--- config.mk ---
export PLATFORM = sky130hd
export DESIGN_NAME = acc_sequencer_flat
export DESIGN_NICKNAME = d
export VERILOG_FILES = /design/src/rtl/acc_sequencer_if.sv /design/src/rtl/acc_sequencer.sv /design/src/flat_wrapper.sv
export SDC_FILE = /design/constraint.sdc
export NUM_CORES = 1
export LEC_CHECK = 0
export BUFFER_PORTS_ARGS = -buffer_cell sky130_fd_sc_hd__buf_2
export CELL_PAD_IN_SITES_DETAIL_PLACEMENT = 0
export CELL_PAD_IN_SITES_GLOBAL_PLACEMENT = 2
export CORE_MARGIN = 2
export CORE_UTILIZATION = 38
export CTS_CLUSTER_DIAMETER = 150
export DETAILED_ROUTE_END_ITERATION = 10
export PLACE_DENSITY = 0.88
export SETUP_SLACK_MARGIN = 0.05
export SYNTH_ARGS = -nofsm -noshare
export SYNTH_HDL_FRONTEND = slang
export SYNTH_SLANG_ARGS = --single-unit
--- constraint.sdc ---
create_clock -name clk -period 4.2 [get_ports clk]
set_clock_uncertainty 0.2 [all_clocks]
set_input_delay 0.84 -clock clk [delete_from_list [all_inputs] [get_ports clk]]
set_output_delay 0.84 -clock clk [all_outputs]
set_load 0.01 [all_outputs]
--- src/rtl/acc_sequencer_if.sv ---
// Control/status bundle for acc_sequencer: run configuration and handshakes in,
// accumulation boundary pulse and run status out.
interface acc_sequencer_if #(
   parameter int LEN_WIDTH = 32,
   parameter int CNT_WIDTH = 16
);
   logic                 ce;
   logic                 sync_in;
   logic [LEN_WIDTH-1:0] acc_len;
   logic [CNT_WIDTH-1:0] num_acc;
   logic                 arm;
   logic                 abort;
   logic                 new_acc;
   logic                 busy;
   logic                 done;
   logic [CNT_WIDTH-1:0] acc_cnt;

   modport master (
      output ce, sync_in, acc_len, num_acc, arm, abort,
      input  new_acc, busy, done, acc_cnt
   );

   modport slave (
      input  ce, sync_in, acc_len, num_acc, arm, abort,
      output new_acc, busy, done, acc_cnt
   );
endinterface

--- src/rtl/acc_sequencer.sv ---
// Accumulation sequencer: counts spectra frames after a sync and pulses new_acc at
// each accumulation boundary. Define ACC_SEQ_RESYNC_EN to let sync_in restart frames in RUN.
module acc_sequencer #(
   parameter int CHANNEL_ADDR = 7,
   parameter int LEN_WIDTH    = 32,
   parameter int CNT_WIDTH    = 16
) (
   input logic            clk,
   input logic            rst,
   acc_sequencer_if.slave bus
);
   localparam int FW = LEN_WIDTH + CHANNEL_ADDR;

   typedef enum logic [1:0] {IDLE, WAIT_SYNC, RUN, DONE} state_t;

   state_t               state, state_nxt;
   logic [FW-1:0]        frame_cnt;
   logic [FW-1:0]        frame_len;
   logic [LEN_WIDTH-1:0] len_shadow;
   logic [LEN_WIDTH-1:0] len_eff;
   logic [CNT_WIDTH-1:0] num_shadow;
   logic [CNT_WIDTH-1:0] acc_cnt;
   logic                 tick;
   logic                 boundary;
   logic                 last_acc;
   logic                 resync;

   // Frame length is widened before the shift so large acc_len never truncates.
   assign len_eff   = (len_shadow == '0) ? LEN_WIDTH'(1) : len_shadow;
   assign frame_len = FW'(len_eff) << CHANNEL_ADDR;

   // abort suppresses every RUN action, including the boundary pulse.
   assign tick     = (state == RUN) && bus.ce && !bus.abort;
   assign boundary = tick && (frame_cnt == frame_len);
   assign last_acc = (num_shadow != '0) && ((acc_cnt + CNT_WIDTH'(1)) == num_shadow);

`ifdef ACC_SEQ_RESYNC_EN
   assign resync = tick && bus.sync_in;
`else
   assign resync = 1'b0;
`endif

   // NOTE: sequential state uses non-blocking assignments so every register
   // samples pre-edge values regardless of process ordering.
   always_ff @(posedge clk or posedge rst) begin
      if (rst) state <= IDLE;
      else     state <= state_nxt;
   end

   // NOTE: default assignment first so no path leaves state_nxt unassigned (no latch).
   always_comb begin
      state_nxt = state;
      if (bus.abort) begin
         state_nxt = IDLE;
      end else begin
         unique case (state)
            IDLE, DONE: if (bus.arm) state_nxt = WAIT_SYNC;
            WAIT_SYNC:  if (bus.ce && bus.sync_in) state_nxt = RUN;
            RUN:        if (boundary && last_acc) state_nxt = DONE;
            default:    state_nxt = IDLE;
         endcase
      end
   end

   always_comb begin
      bus.new_acc = boundary;
      bus.busy    = (state == WAIT_SYNC) || (state == RUN);
      bus.done    = (state == DONE);
      bus.acc_cnt = acc_cnt;
   end

   always_ff @(posedge clk or posedge rst) begin
      if (rst) begin
         frame_cnt  <= '0;
         len_shadow <= '0;
         num_shadow <= '0;
         acc_cnt    <= '0;
      end else if (!bus.abort) begin
         unique case (state)
            IDLE, DONE: begin
               if (bus.arm) acc_cnt <= '0;
            end
            WAIT_SYNC: begin
               if (bus.ce && bus.sync_in) begin
                  len_shadow <= bus.acc_len;
                  num_shadow <= bus.num_acc;
                  frame_cnt  <= FW'(1);
               end
            end
            RUN: begin
               // acc_len is picked up only here, so mid-frame edits wait for the boundary.
               if (boundary) begin
                  frame_cnt  <= FW'(1);
                  acc_cnt    <= acc_cnt + CNT_WIDTH'(1);
                  len_shadow <= bus.acc_len;
               end else if (resync) begin
                  frame_cnt <= FW'(1);
               end else if (bus.ce) begin
                  frame_cnt <= frame_cnt + FW'(1);
               end
            end
            default: ;
         endcase
      end
   end
endmodule

--- src/flat_wrapper.sv ---
// flat-port wrapper written by rule: the top's interface ports become plain ports
module acc_sequencer_flat 
#(
   parameter int CHANNEL_ADDR = 7,
   parameter int LEN_WIDTH    = 32,
   parameter int CNT_WIDTH    = 16
)
  (clk, rst, bus_ce, bus_sync_in, bus_acc_len, bus_num_acc, bus_arm, bus_abort, bus_new_acc, bus_busy, bus_done, bus_acc_cnt);
  acc_sequencer_if #(.LEN_WIDTH(LEN_WIDTH), .CNT_WIDTH(CNT_WIDTH)) bus_i ();
  input logic clk;
  input logic rst;
  input wire logic [$bits(bus_i.ce)-1:0] bus_ce;
  input wire logic [$bits(bus_i.sync_in)-1:0] bus_sync_in;
  input wire logic [$bits(bus_i.acc_len)-1:0] bus_acc_len;
  input wire logic [$bits(bus_i.num_acc)-1:0] bus_num_acc;
  input wire logic [$bits(bus_i.arm)-1:0] bus_arm;
  input wire logic [$bits(bus_i.abort)-1:0] bus_abort;
  output wire logic [$bits(bus_i.new_acc)-1:0] bus_new_acc;
  output wire logic [$bits(bus_i.busy)-1:0] bus_busy;
  output wire logic [$bits(bus_i.done)-1:0] bus_done;
  output wire logic [$bits(bus_i.acc_cnt)-1:0] bus_acc_cnt;
  assign bus_i.ce = bus_ce;
  assign bus_i.sync_in = bus_sync_in;
  assign bus_i.acc_len = bus_acc_len;
  assign bus_i.num_acc = bus_num_acc;
  assign bus_i.arm = bus_arm;
  assign bus_i.abort = bus_abort;
  assign bus_new_acc = bus_i.new_acc;
  assign bus_busy = bus_i.busy;
  assign bus_done = bus_i.done;
  assign bus_acc_cnt = bus_i.acc_cnt;
  acc_sequencer #(.CHANNEL_ADDR(CHANNEL_ADDR), .LEN_WIDTH(LEN_WIDTH), .CNT_WIDTH(CNT_WIDTH)) u_core (.clk(clk), .rst(rst), .bus(bus_i));
endmodule
==> results.cfg <==
[drt]
finalWirelength_mm = 15.84
first_iter_violations = 372
routedWlPerCell_um = 18.20
viasPerCell = 5.538
drc_errors = 0
via_count = 4818
drtAntennaViolNets = 0
first_pass_iters = 5

[sta]
min_period_ps = 3544
fmax_ghz = 0.2821
slew_viol_final = 0
finalHoldViolCount = 0
setup_viol = 0
worst_pin_slew_ps = 1146
setup_tns_ps = 0
slew_headroom_pct = 23.63
rsz0062_at_grt = no
finalCritPeriodShare_pct = 84.39

[setup_path]
slowest_stage = nor4_1
crit_type = flop to output pin
required_ps = 3160
crit_path_start_kind = flop
cp.arrival_ps = 2500
r2r-start = u_core.state[0]
cp_max_fo = 19
r2r_end = u_core.state[1]
r2r_cells = 8
r2r_slack_ps = 970
cp_cell_sequence = nor4_1 -> nand4_1 -> o21bai_2 -> xnor2_2 -> nand2_4 -> inv_6 -> buf_2
cp-end-kind = output pin
slowest_delay_ps = 430

[logic_synthesis]
synth_warnings = 0
synth-seq-cells = 105
postSynthCellCount = 587
synth_cell_type_count = 58
synth_seq_area_share_pct = 42.75
synth_top_family_by_area = simple AND/OR/NAND/NOR gates
synthSimpleGateAreaFrac_pct = 19.54
synth_edf_count = 0
synth_nets = 647
synth_ff_type = dfrtp_1
async_flop_share_pct = 100.0
muxShareOfSynthArea_pct = 11.28
synthXorXnorAreaFrac_pct = 13.52
yosys.area_share.adder_pct = 1.221
netlist_area_um2 = 6146
avgSynthCellArea_um2 = 10.47
synth-compound-area-share_pct = 8.286

[finish]
multi_input_area_um2 = 3309
nets = 709
drive_gt1_share_pct = 23.85
syn2layout_area_growth_pct = 13.58
seqCellArea_um2 = 2628
utilization_pct = 44.10
num_antenna_cells = 0
num-fill-cells = 1523

[min_path]
hp-class = flop to flop
min-delay-start = u_core.num_shadow[2]
min_to = u_core.num_shadow[2]
min_path_cells = 1

[grt]
antenna_found_initial = 0
grt_usage_pct = 18.93
grt_pass1_vias = 4812
grt-busiest-layer = met2
grt_max_degree = 62
grt_use_met2_pct = 30.47
use_met1_pct = 25.33
gr-total-overflow = 0
grtUsageMet3_pct = 4.128
grt_pass1_wl_mm = 26.07

[clocking]
cts.clk_slew.worst_paths_ps = 70
clk_path_buf_depth = 2
cts_resized = 0
cts_hold_buf = 0
htreeDepth = 3
cts_tree = yes
cts.sink_count = 105
insertion_delay_ps = 360
post-cts-setup-buffers = 0
cts_buffers = 9
cts_root_buf = clkbuf_16

[floorplanning]
die_area_um2 = 17210
ios = 73
rows = 46
core-area_um2 = 15830
initial_core_util_pct = 38.83
die_w_um = 131.2
die_y_um = 131.2

[place]
gp_congestion = 0.8674
port-buffer-count = 72
dp_hpwl_mm = 11.82

[power_and_ir_drop]
leakage_uw = 0.003103
p_per_area_nw_per_um2 = 538.2
ir_drop_mv = 0.2411
total_power_uw = 3757

[outcome]
status = completed

[run]
drv_cap = 0
-- metal layers --
| metal | up-vias | part of all wire (%) | wire (um) |
|---|---|---|---|
| met1 | 2364 | 45 | 7176 |
| met3 | 31 | 5.6 | 890 |
| met2 | 173 | 47 | 7470 |
| met5 | - | 0 | 0 |
| li1 | 2250 | - | - |
| met4 | 0 | 1.9 | 297 |
-- synthesized netlist by cell type, types with 4 or more instances --
master | count | share of area (%)
a31oi_1 | 10 | 1.0
o21ai_0 | 11 | 0.90
o31ai_1 | 19 | 2.3
inv_1 | 11 | 0.67
xnor2_1 | 59 | 8.4
dfrtp_1 | 105 | 43
xor2_1 | 34 | 4.8
nand2_1 | 23 | 1.4
and4_1 | 6 | 0.86
ha_1 | 6 | 1.2
nor2_1 | 62 | 3.8
buf_4 | 4 | 0.49
nor4_1 | 19 | 1.9
buf_2 | 10 | 0.81
nand4_1 | 37 | 3.8
nand3_1 | 28 | 2.3
and3_1 | 14 | 1.4
mux2_2 | 18 | 3.3
clkbuf_1 | 12 | 0.73
nor3_1 | 9 | 0.73
a41oi_1 | 5 | 0.71
mux2_4 | 30 | 7.3
mux2i_1 | 4 | 0.65
-- cells in the final DEF (no fill, tap or decap), drive strengths merged, types with 2 or more instances in the layout --
cell	instances
and3	14
o31ai	19
o21ai	12
a21oi	2
or4	2
inv	15
nand4	38
dfrtp	105
and4b	2
nand2	24
a211oi	2
a22oi	2
mux2i	4
xor2	34
a41oi	5
or2	2
nor2b	2
o311a	2
o21bai	2
and4	6
ha	6
xnor2	60
clkbuf	10
a22o	2
nand3	29
nor3	10
nor4	20
nand3b	3
nand2b	3
mux2	48
a21boi	3
a31oi	10
nor2	62
buf	80
-- worst max-delay path, delay by kind of cell, from the launching register on --
kind	cells	cell delay [ps]
buffers and inverters	2	320
AO/OA/AOI/OAI	1	210
flip-flops	1	420
AND/OR/NAND/NOR	3	820
XOR/XNOR	1	370
-- state kept, by name, summed over array words and instances (netlist names) --
signal,flops
u_core.bus.acc_cnt,16
u_core.num_shadow,16
u_core.len_shadow,32
u_core.frame_cnt,39
u_core.state,2
-- how the worst max path moves through the flow --
| stage | startpoint | to | slack (ps) | cells past startpoint |
|---|---|---|---|---|
| after global placement | u_core.bus.acc_cnt[0] | u_core.state[0] | 960 | 8 |
| final | u_core.len_shadow[15] | bus_new_acc | 660 | 7 |
| after CTS | u_core.len_shadow[15] | bus_new_acc | 660 | 7 |
| after detailed placement | bus_abort | u_core.state[1] | 970 | 8 |
| after floorplan | rst | u_core.bus.acc_cnt[0] | 400 | 1 |
| after global routing | u_core.len_shadow[15] | bus_new_acc | 550 | 7 |
-- kinds of logic (layout without fill, tap and decap cells) --
family                   Yosys count  in the layout
AO/OA/AOI/OAI                     68             68
XOR/XNOR                          94             94
multiplexers                      52             52
AND/OR/NAND/NOR                  221            221
adder cells (fa/ha/maj)            6              6
buffers and inverters             41            108
flip-flops                       105            105
-- power by group --
part           switching (uW)  internal (uW)
logic                     631            673
registers                 314           1270
clock network             401            470
total                    1350           2410
-- metrics by stage --
step	hold WS (ps)	cells	instance area (um^2)	setup slack [ps]
finish	356.4	870	6980	655.7
global route	368.2	870	6980	546.1
CTS	359.6	870	6980	659.6
detailed placement	335.7	854	6680	969.4
global placement	328.1	854	6680	958.9
floorplan	296.4	587	6146	399.5
-- layout make-up --
class / instances / area share (%)
inverter: 12 / 0.7528
multi-input combinational: 441 / 47.41
tap: 216 / 3.872
sequential: 105 / 37.64
clock inverter: 6 / 1.022
timing repair buffer: 80 / 6.023
clock buffer: 10 / 3.280
(Power assumes the default switching activity.)
